<file path="src/rtl/mux_rr_n_1.sv">
// N-to-1 multiplexer with registered output, valid/ready handshake and
// built-in round-robin (MODE=0) or fixed-priority (MODE=1) arbitration.
module mux_rr_n_1 #(
  parameter int unsigned WIDTH = 32,
  parameter int unsigned N     = 4,
  parameter int unsigned MODE  = 0,
  localparam int unsigned SEL_W = $clog2(N)
) (
  input  logic                 clk,
  input  logic                 rst_n,
  input  logic [N-1:0]         in_valid,
  input  logic [N*WIDTH-1:0]   in_data,
  output logic [N-1:0]         in_ready,
  output logic                 out_valid,
  output logic [WIDTH-1:0]     out_data,
  output logic [SEL_W-1:0]     out_sel,
  input  logic                 out_ready
);

  typedef enum logic {EMPTY = 1'b0, FULL = 1'b1} state_t;

  state_t            state_q, state_d;
  logic [SEL_W-1:0]  ptr;
  logic [SEL_W-1:0]  grant;
  logic              found;
  logic              load_en;
  int unsigned       idx;

  assign out_valid = (state_q == FULL);
  assign load_en   = rst_n && (!out_valid || out_ready);

  // Circular search from ptr; ptr stays 0 in fixed-priority mode, so the
  // same loop yields lowest-index-wins there.
  always_comb begin
    found = 1'b0;
    grant = '0;
    idx   = 0;
    for (int unsigned k = 0; k < N; k++) begin
      idx = 32'(ptr) + k;
      if (idx >= N) idx = idx - N;
      if (!found && in_valid[idx]) begin
        found = 1'b1;
        grant = SEL_W'(idx);
      end
    end
  end

  always_comb begin
    in_ready = '0;
    if (load_en && found) in_ready[grant] = 1'b1;
  end

  always_comb begin
    state_d = state_q;
    if (load_en) begin
      if (found)          state_d = FULL;
      else if (out_ready) state_d = EMPTY;
    end
  end

  always_ff @(posedge clk or negedge rst_n) begin
    if (!rst_n) begin
      state_q  <= EMPTY;
      out_data <= '0;
      out_sel  <= '0;
      ptr      <= '0;
    end else begin
      state_q <= state_d;
      if (load_en && found) begin
        out_data <= in_data[grant*WIDTH +: WIDTH];
        out_sel  <= grant;
        if (MODE == 0) ptr <= (grant == SEL_W'(N-1)) ? '0 : grant + 1'b1;
      end
    end
  end

endmodule

</file>
<file path="config.mk">
export PLATFORM = sky130hd
export DESIGN_NAME = mux_rr_n_1
export DESIGN_NICKNAME = d
export VERILOG_FILES = /design/src/rtl/mux_rr_n_1.sv
export SDC_FILE = /design/constraint.sdc
export NUM_CORES = 1
export LEC_CHECK = 0
export CORE_ASPECT_RATIO = 1.2
export CORE_UTILIZATION = 37
export CTS_CLUSTER_DIAMETER = 150
export DETAILED_ROUTE_END_ITERATION = 6
export PLACE_DENSITY_LB_ADDON = 0.12
export SYNTH_ARGS = -nofsm -noshare
export SYNTH_HDL_FRONTEND = slang
export SYNTH_SLANG_ARGS = --single-unit
</file>
<file path="constraint.sdc">
create_clock -name clk -period 5.75 [get_ports clk]
set_input_delay 0.8625 -clock clk [delete_from_list [all_inputs] [get_ports clk]]
set_output_delay 0.8625 -clock clk [all_outputs]
set_load 0.03 [all_outputs]
</file>
== Yosys cells after proc, flatten, opt, wreduce, memory -nomap -nowiden ==
Index checks and enable logic that the tools add are counted.
W data, S select, Z words.

* Register bits after elaboration: 37
* Bits of input ports: 135
* Output and inout port bits: 39
* Word-level logic and storage cells: 63

* Add/subtract/negate cells: 8
* Order comparisons: 10
* Equal/unequal tests: 1
* Shift operators: 1
* Muxes and demuxes: 26
* Reductions and logical operators: 13

{| class="wikitable"
|+ Operators by type and width
! operator !! number
|-
| $lt A32 B3 Y1 const B || 4
|-
| $mux W32 || 4
|-
| $shiftx A128 B8 Y32 || 1
|-
| $sub A3 B3 Y4 const B || 3
|-
| $mux W1 || 11
|-
| $mux W2 || 5
|-
| $ge A3 B3 Y1 const B || 3
|-
| $bmux W1 S2 || 4
|-
| $add A2 B2 Y3 const B || 2
|-
| $logic_and A1 B1 Y1 || 6
|-
| $logic_not A1 Y1 || 4
|-
| $mux W4 || 1
|-
| $sub A2 B3 Y4 const B || 1
|-
| $add A2 B1 Y3 const B || 1
|-
| $ge A2 B3 Y1 const B || 1
|-
| $lt A2 B3 Y1 const B || 1
|-
| $add A2 B1 Y2 const B || 1
|-
| $demux W1 S2 || 1
|-
| $eq A2 B2 Y1 const B || 1
|-
| $ge A2 B1 Y1 const B || 1
|-
| $reduce_and A2 Y1 || 1
|-
| $reduce_bool A2 Y1 || 1
|-
| $logic_or A1 B1 Y1 || 1
|}

== Depth between registers and ports, before layout ==
Gate-level depths: netlist of the first run.

* Depth after elaboration: 19
* Mapped depth: 9
* Gate-level depth less buffers: 7

== Worst setup path before layout of the first run ==
No wires, ideal clock.

* Kind: input port to output port
* Start: in in_valid[0]
* End: out in_ready[3]
* Arrival time: 2402 ps
* Required time: 4888 ps
* Path slack: 2485 ps
* Stages on the path: 9
* Cell sequence: nor2b_1 -> a2111oi_2 -> nor2_1 -> buf_6 -> buf_6 -> inv_2 -> ha_1 -> inv_1 -> nor2_1

* Longest elaborated chain between the ends: 17
* Elaborated cells between the ends (all ways): 29
* Those cells by class: 2 x order compare; 19 x mux; 8 x reduce/logical

{| class="wikitable"
|+ Ends and longest elaborated chain
! what !! RTL line !! text
|-
| start, declared || 11 || <nowiki>input logic [N-1:0] in_valid,</nowiki>
|-
| $bmux W1 S2 || 41 || <nowiki>if (!found && in_valid[idx]) begin</nowiki>
|-
| $mux W1 (implied by the code) || 41 ||
|-
| $mux W1 || 41 ||
|-
| $logic_not A1 Y1 || 41 ||
|-
| $logic_and A1 B1 Y1 || 41 ||
|-
| $mux W1 || 41 ||
|-
| $logic_not A1 Y1 || 41 ||
|-
| $logic_and A1 B1 Y1 || 41 ||
|-
| $mux W1 || 41 ||
|-
| $logic_not A1 Y1 || 41 ||
|-
| $logic_and A1 B1 Y1 || 41 ||
|-
| $mux W2 || 41 ||
|-
| $lt A2 B3 Y1 (implied by the code) / $ge A2 B1 Y1 (equally long branches) || 50 || <nowiki>if (load_en && found) in_ready[grant] = 1'b1;</nowiki>
|-
| $logic_and A1 B1 Y1 (implied by the code) || 50 ||
|-
| $mux W1 (implied by the code) || 50 ||
|-
| $demux W1 S2 || 50 ||
|-
| $mux W4 (*) || 50 ||
|-
| end, declared || 13 || <nowiki>output logic [N-1:0] in_ready,</nowiki>
|}

Every way passes the cells marked *; elsewhere a longest branch is shown, timed or not. The select of a mux whose other input is x is not followed.

== Final worst setup path of the first run ==
* Start: in in_valid[0]
* End: out in_ready[1]

The elaborated chain is that of the path after synthesis.

==> impl_metrics.ini, run 1 <==
[status]
outcome = completed

[timing]
worstMarginPinSlew_ns = 1.11
period_needed_ns = 4.82
fmax_ghz = 0.208
hold_viol_final = 0
finalSetupViolations = 0
maxSlewViolCount = 0
skew_ns = 0.00446
slew_headroom = 0.261
post-route-period-util = 0.837
rsz0062_at_grt = no
finalSetupTns_ns = 0

[clocking]
cts-root-buf = clkbuf_8
cts_tree = done
cts_sinks = 37
cts_buffers = 5
hold_buffers = 0
cts.clk_slew.worst_paths_ns = 0.07
ctsHtreeMaxLevel = 2
cts_setup_buffers = 0
cts_resized = 0
clock_path_buffers = 2
clk_latency_ns = 0.29

[synth]
ys_warn_count = 0
post_synth_instance_area_um2 = 2280
synthTopCellsByCount = mux2i_1, dfrtp_1, nand2_1
syn_nets = 354
synth_edf_count = 0
ys.flop_type = dfrtp_1
ys_seq_area_frac = 0.405
ys_async_sr_fraction = 1.00
ys_top_cells_by_area = dfrtp_1, mux2i_1, o221ai_1
syn_inst = 218
synth_top_area_share = 0.405
yosys.area.top_type = dfrtp_1
ys_seq_elements = 37
synth.avg_cell_area_um2 = 10.5
synth.distinct_cells = 26
yosysMostFrequentCell = mux2i_1

[cells_and_area]
drive_gt1_frac = 0.0443
antennaDiodeCount = 0
area_growth_pct = 81.0
fill_cells = 497
post-route-util = 0.688
finalNetCount = 520

[run]
maxCapViolCount = 0

[setup_path]
path_class = primary input to output port
cpPeakStageDelay_ns = 0.80
endpoint_kind = output port
cp_max_fo = 39
critPathTopFamily = buffers and inverters
worstPathCellList = clkdlybuf4s50_1, nor2b_1, a2111oi_2, nor2_4, buf_4, nor3_1, clkdlybuf4s50_1
start_kind = primary input
crit_required_ns = 4.89
worst-path-buf-inv = 3
critPathSlowestCell = nor2_4
cp_common_cell = clkdlybuf4s50_1
worst_ep_arrival_time_ns = 3.95

[die]
ioPinCount = 174
die_x_um = 73.7
die_area_um2 = 6490
start_util = 0.380
core-area_um2 = 6010
die_h_um = 88.1
num_rows = 31

[placement]
place_hpwl_mm = 5.42
port_buffers = 173
gp_congestion = 0.745

[global_route]
grt_pass1_vias = 2324
grt_pass1_wl_mm = 10.7
antenna_found_initial = 0
grt_max_degree = 45
gr-total-overflow = 0
grt_use_total = 0.219

[detailed_routing]
ant_nets = 0
drc = 0
num_vias = 2365
viasPerCell = 5.08
totalWireLength_mm = 7.25
drtIter0Drc = 85
drt_pass1_iterations = 4
routedWlPerCell_um = 15.6

[power]
finalPower_mw = 1.67
ir_drop_uv = 221
p_leak_nw = 1.88
power_density_nw_per_um2 = 403

[min_path]
hp-class = flip-flop to flip-flop
==> power by group <==
part | switching [mW] | total [mW] | internal (mW)
sequential | 0.0644 | 0.441 | 0.377
clock | 0.0896 | 0.185 | 0.0952
combinational | 0.560 | 1.04 | 0.482
total | 0.714 | 1.67 | 0.954
==> path summary, 6_finish.rpt <==
check | slack [ns] | to | cells after the start | from
setup / recovery | 0.93 | in_ready[1] | 7 | in_valid[0]
hold / removal | 0.48 | out_data[20] | 2 | out_data[20]
setup reg to reg | 2.98 | out_data[23] | 6 | ptr[0]
hold reg to reg | 0.48 | out_data[20] | 2 | out_data[20]
max in group asynchronous | 4.78 | ptr[0] | 2 | rst_n
min in group asynchronous | 0.62 | out_data[26] | 2 | rst_n
==> cell usage in the layout, fill, tap and decap left out, types with 3 or more instances in the layout <==
cell and instances:
buf_4 4, clkbuf_8 6, clkdlybuf4s50_1 172, dfrtp_1 37, inv_1 4, inv_2 3
mux2i_1 64, nand2_1 37, nor2_1 3, nor3_1 3, o221ai_1 33
==> area by class of cell <==
| type | count | area [um^2] | share of cell area |
|---|---|---|---|
| inverter | 7 | 26.3 | 0.00636 |
| tap | 82 | 103 | 0.0248 |
| clock buffer | 7 | 86.3 | 0.0209 |
| timing repair buffer | 177 | 1760 | 0.425 |
| multi-input combinational | 156 | 1240 | 0.299 |
| sequential | 37 | 926 | 0.224 |
==> tightest hold or removal path, delay by kind of cell (launching register included) <==
kind	cells	cell delay (ns)
flops	1	0.34
compound gates	1	0.06
simple gates	1	0.05
==> cell families (layout without fill, tap and decap cells) <==
logic type / Yosys count / after routing / share of synthesized area
muxes: 65 / 65 / 0.285
and+or+nand+nor: 48 / 48 / 0.0849
AOI/OAI and AO/OA: 42 / 42 / 0.159
DFF: 37 / 37 / 0.405
buffers and inverters: 25 / 191 / 0.0597
adders and majority gates: 1 / 1 / 0.00548
==> sequential cells by signal (all words and copies together), names as in the netlist <==
| register | flops |
|---|---|
| out_sel | 2 |
| ptr | 2 |
| out_data | 32 |
| out_valid | 1 |
==> layer usage <==
metal,global-route usage,part of all wire,vias to the layer above
met5,0,0,-
met4,0.0909,0.026,0
met3,0.0472,0.062,15
met2,0.410,0.54,88
met1,0.234,0.37,1111
li1,-,-,1151
==> metrics by stage <==
step | setup WS (ns) | hold slack, ns | area [um^2] | cells
floorplan | 2.49 | 0.471 | 2280 | 218
global placement | 1.01 | 0.464 | 4050 | 459
detailed placement | 0.927 | 0.472 | 4050 | 459
CTS | 0.922 | 0.490 | 4130 | 466
global route | 0.774 | 0.516 | 4130 | 466
finish | 0.935 | 0.484 | 4130 | 466
(Power assumes the default switching activity.)
==> run 2, diff against run 1 <==
- CORE_UTILIZATION: 37 -> 31
- clock period: 5.75 -> 3.9 ns (I/O delays scaled with it)
==> impl_metrics.ini, run 2 (same netlist as run 1, synthesis figures left out) <==
[status]
outcome = completed

[power]
netSwitchingPower_mw = 1.07
ir_drop_uv = 427
p_comb_frac = 0.594
clock_power_share = 0.155
swShare = 0.413
p_leak_nw = 1.92
power_density_nw_per_um2 = 616
p_seq_frac = 0.251
p_int_mw = 1.53

[cells_and_area]
fill_cells = 644
area_growth_pct = 84.7
antennaDiodeCount = 0
top_register = out_data
largest_registers = out_data x32, out_sel x2, ptr x2
final_common_cell = clkdlybuf4s50_1
drive_gt1_frac = 0.0591
finalNetCount = 524
final_area_um2 = 4220
final_cell_mix = clkdlybuf4s50_1, mux2i_1, nand2_1, dfrtp_1, o221ai_1
largest_reg_flops = 32

[detailed_routing]
num_vias = 2417
routedWlPerCell_um = 15.9
totalWireLength_mm = 7.58
drc = 0
ant_nets = 0
viasPerCell = 5.08
drt_pass1_iterations = 4
drtIter0Drc = 60

[setup_path]
cp_max_fo = 6
worst-path-buf-inv = 5
endpoint_kind = output port
cpPeakStageDelay_ns = 0.67
cp.depth = 9
start_kind = primary input
critPathTopFamily = buffers and inverters
critPathSlowestCell = clkdlybuf4s50_1
crit_required_ns = 3.31
worstPathCellList = clkdlybuf4s50_1, inv_2, a2111oi_2, nor2_4, inv_2, ha_1, inv_1, nor2_1, clkdlybuf4s50_1
worst_ep_arrival_time_ns = 2.90
path_class = primary input to output port
rr_worst_depth = 6

[global_route]
grt_max_degree = 41
grt_use_total = 0.196
antenna_found_initial = 0
grt_pass1_wl_mm = 11.4
grt_pass1_vias = 2382
gr-total-overflow = 0

[die]
ioPinCount = 174
die_h_um = 96.0
core-area_um2 = 6980
start_util = 0.327
die_x_um = 80.3
die_area_um2 = 7710
num_rows = 33

[clocking]
clk_latency_ns = 0.30
cts-root-buf = clkbuf_8
cts_buffers = 5
cts_setup_buffers = 0
ctsHtreeMaxLevel = 2
cts_resized = 0
cts_sinks = 37
clock_path_buffers = 2
cts.clk_slew.worst_paths_ns = 0.08
cts_tree = done
hold_buffers = 0

[timing]
post-route-period-util = 0.895
hold_slack_ns = 0.388
finalSetupTns_ns = 0
rsz0062_at_grt = no
slew_headroom = 0.624
period_needed_ns = 3.49
fmax_ghz = 0.287
finalSetupViolations = 0
hold_viol_final = 0
skew_ns = 0.00763
worstMarginPinSlew_ns = 0.564
maxSlewViolCount = 0

[min_path]
hp-class = primary input to async pin

[placement]
post_dp_cell_area_um2 = 4080
place_hpwl_mm = 5.79
gp_congestion = 0.717
port_buffers = 173

[run]
maxCapViolCount = 0
## run 2: area by class of cell
cell class / instances / area (um^2) / area share
flip-flops and latches: 37 / 926 / 0.220
repair buffers: 181 / 1790 / 0.424
clock buffers: 5 / 68.8 / 0.0163
well taps: 87 / 109 / 0.0258
inverters: 7 / 26.3 / 0.00623
multi-input cells: 156 / 1240 / 0.293
clock inverters: 3 / 65.1 / 0.0154
## run 2: final timing paths
kind | from | end | slack (ns)
min reg2reg | out_data[28] | out_data[28] | 0.49
max in group asynchronous | rst_n | out_data[13] | 3.17
min | rst_n | out_data[24] | 0.39
max reg2reg | ptr[0] | out_data[14] | 1.94
min in group clk | out_data[28] | out_data[28] | 0.49
max | in_valid[1] | in_ready[3] | 0.41
## run 2: power by group through the flow
stage               sequential [mW]  combinational (mW)  clock, mW
detailed placement            0.659                1.56          0
global route                  0.674                1.63      0.428
global placement              0.651                1.55          0
finish                        0.652                1.55      0.403
CTS                           0.652                1.56      0.414
floorplan                     0.981               0.632          0
## run 2: metrics by stage
step | utilization | power [mW] | cells | worst slack [ns]
global placement | 0.585 | 2.20 | 468 | 0.515
finish | 0.604 | 2.60 | 476 | 0.410
floorplan | - | 1.61 | 218 | 1.19
global route | 0.604 | 2.74 | 476 | 0.256
CTS | 0.604 | 2.63 | 476 | 0.418
detailed placement | 0.585 | 2.22 | 468 | 0.423
## run 2: metal layers
metal,track usage,part of all wire,wire length [um],vias up
li1,-,-,-,1161
met1,0.201,0.36,2750,1151
met2,0.371,0.55,4150,89
met3,0.0474,0.061,464,16
met4,0.0848,0.028,211,0
met5,0,0,0,-
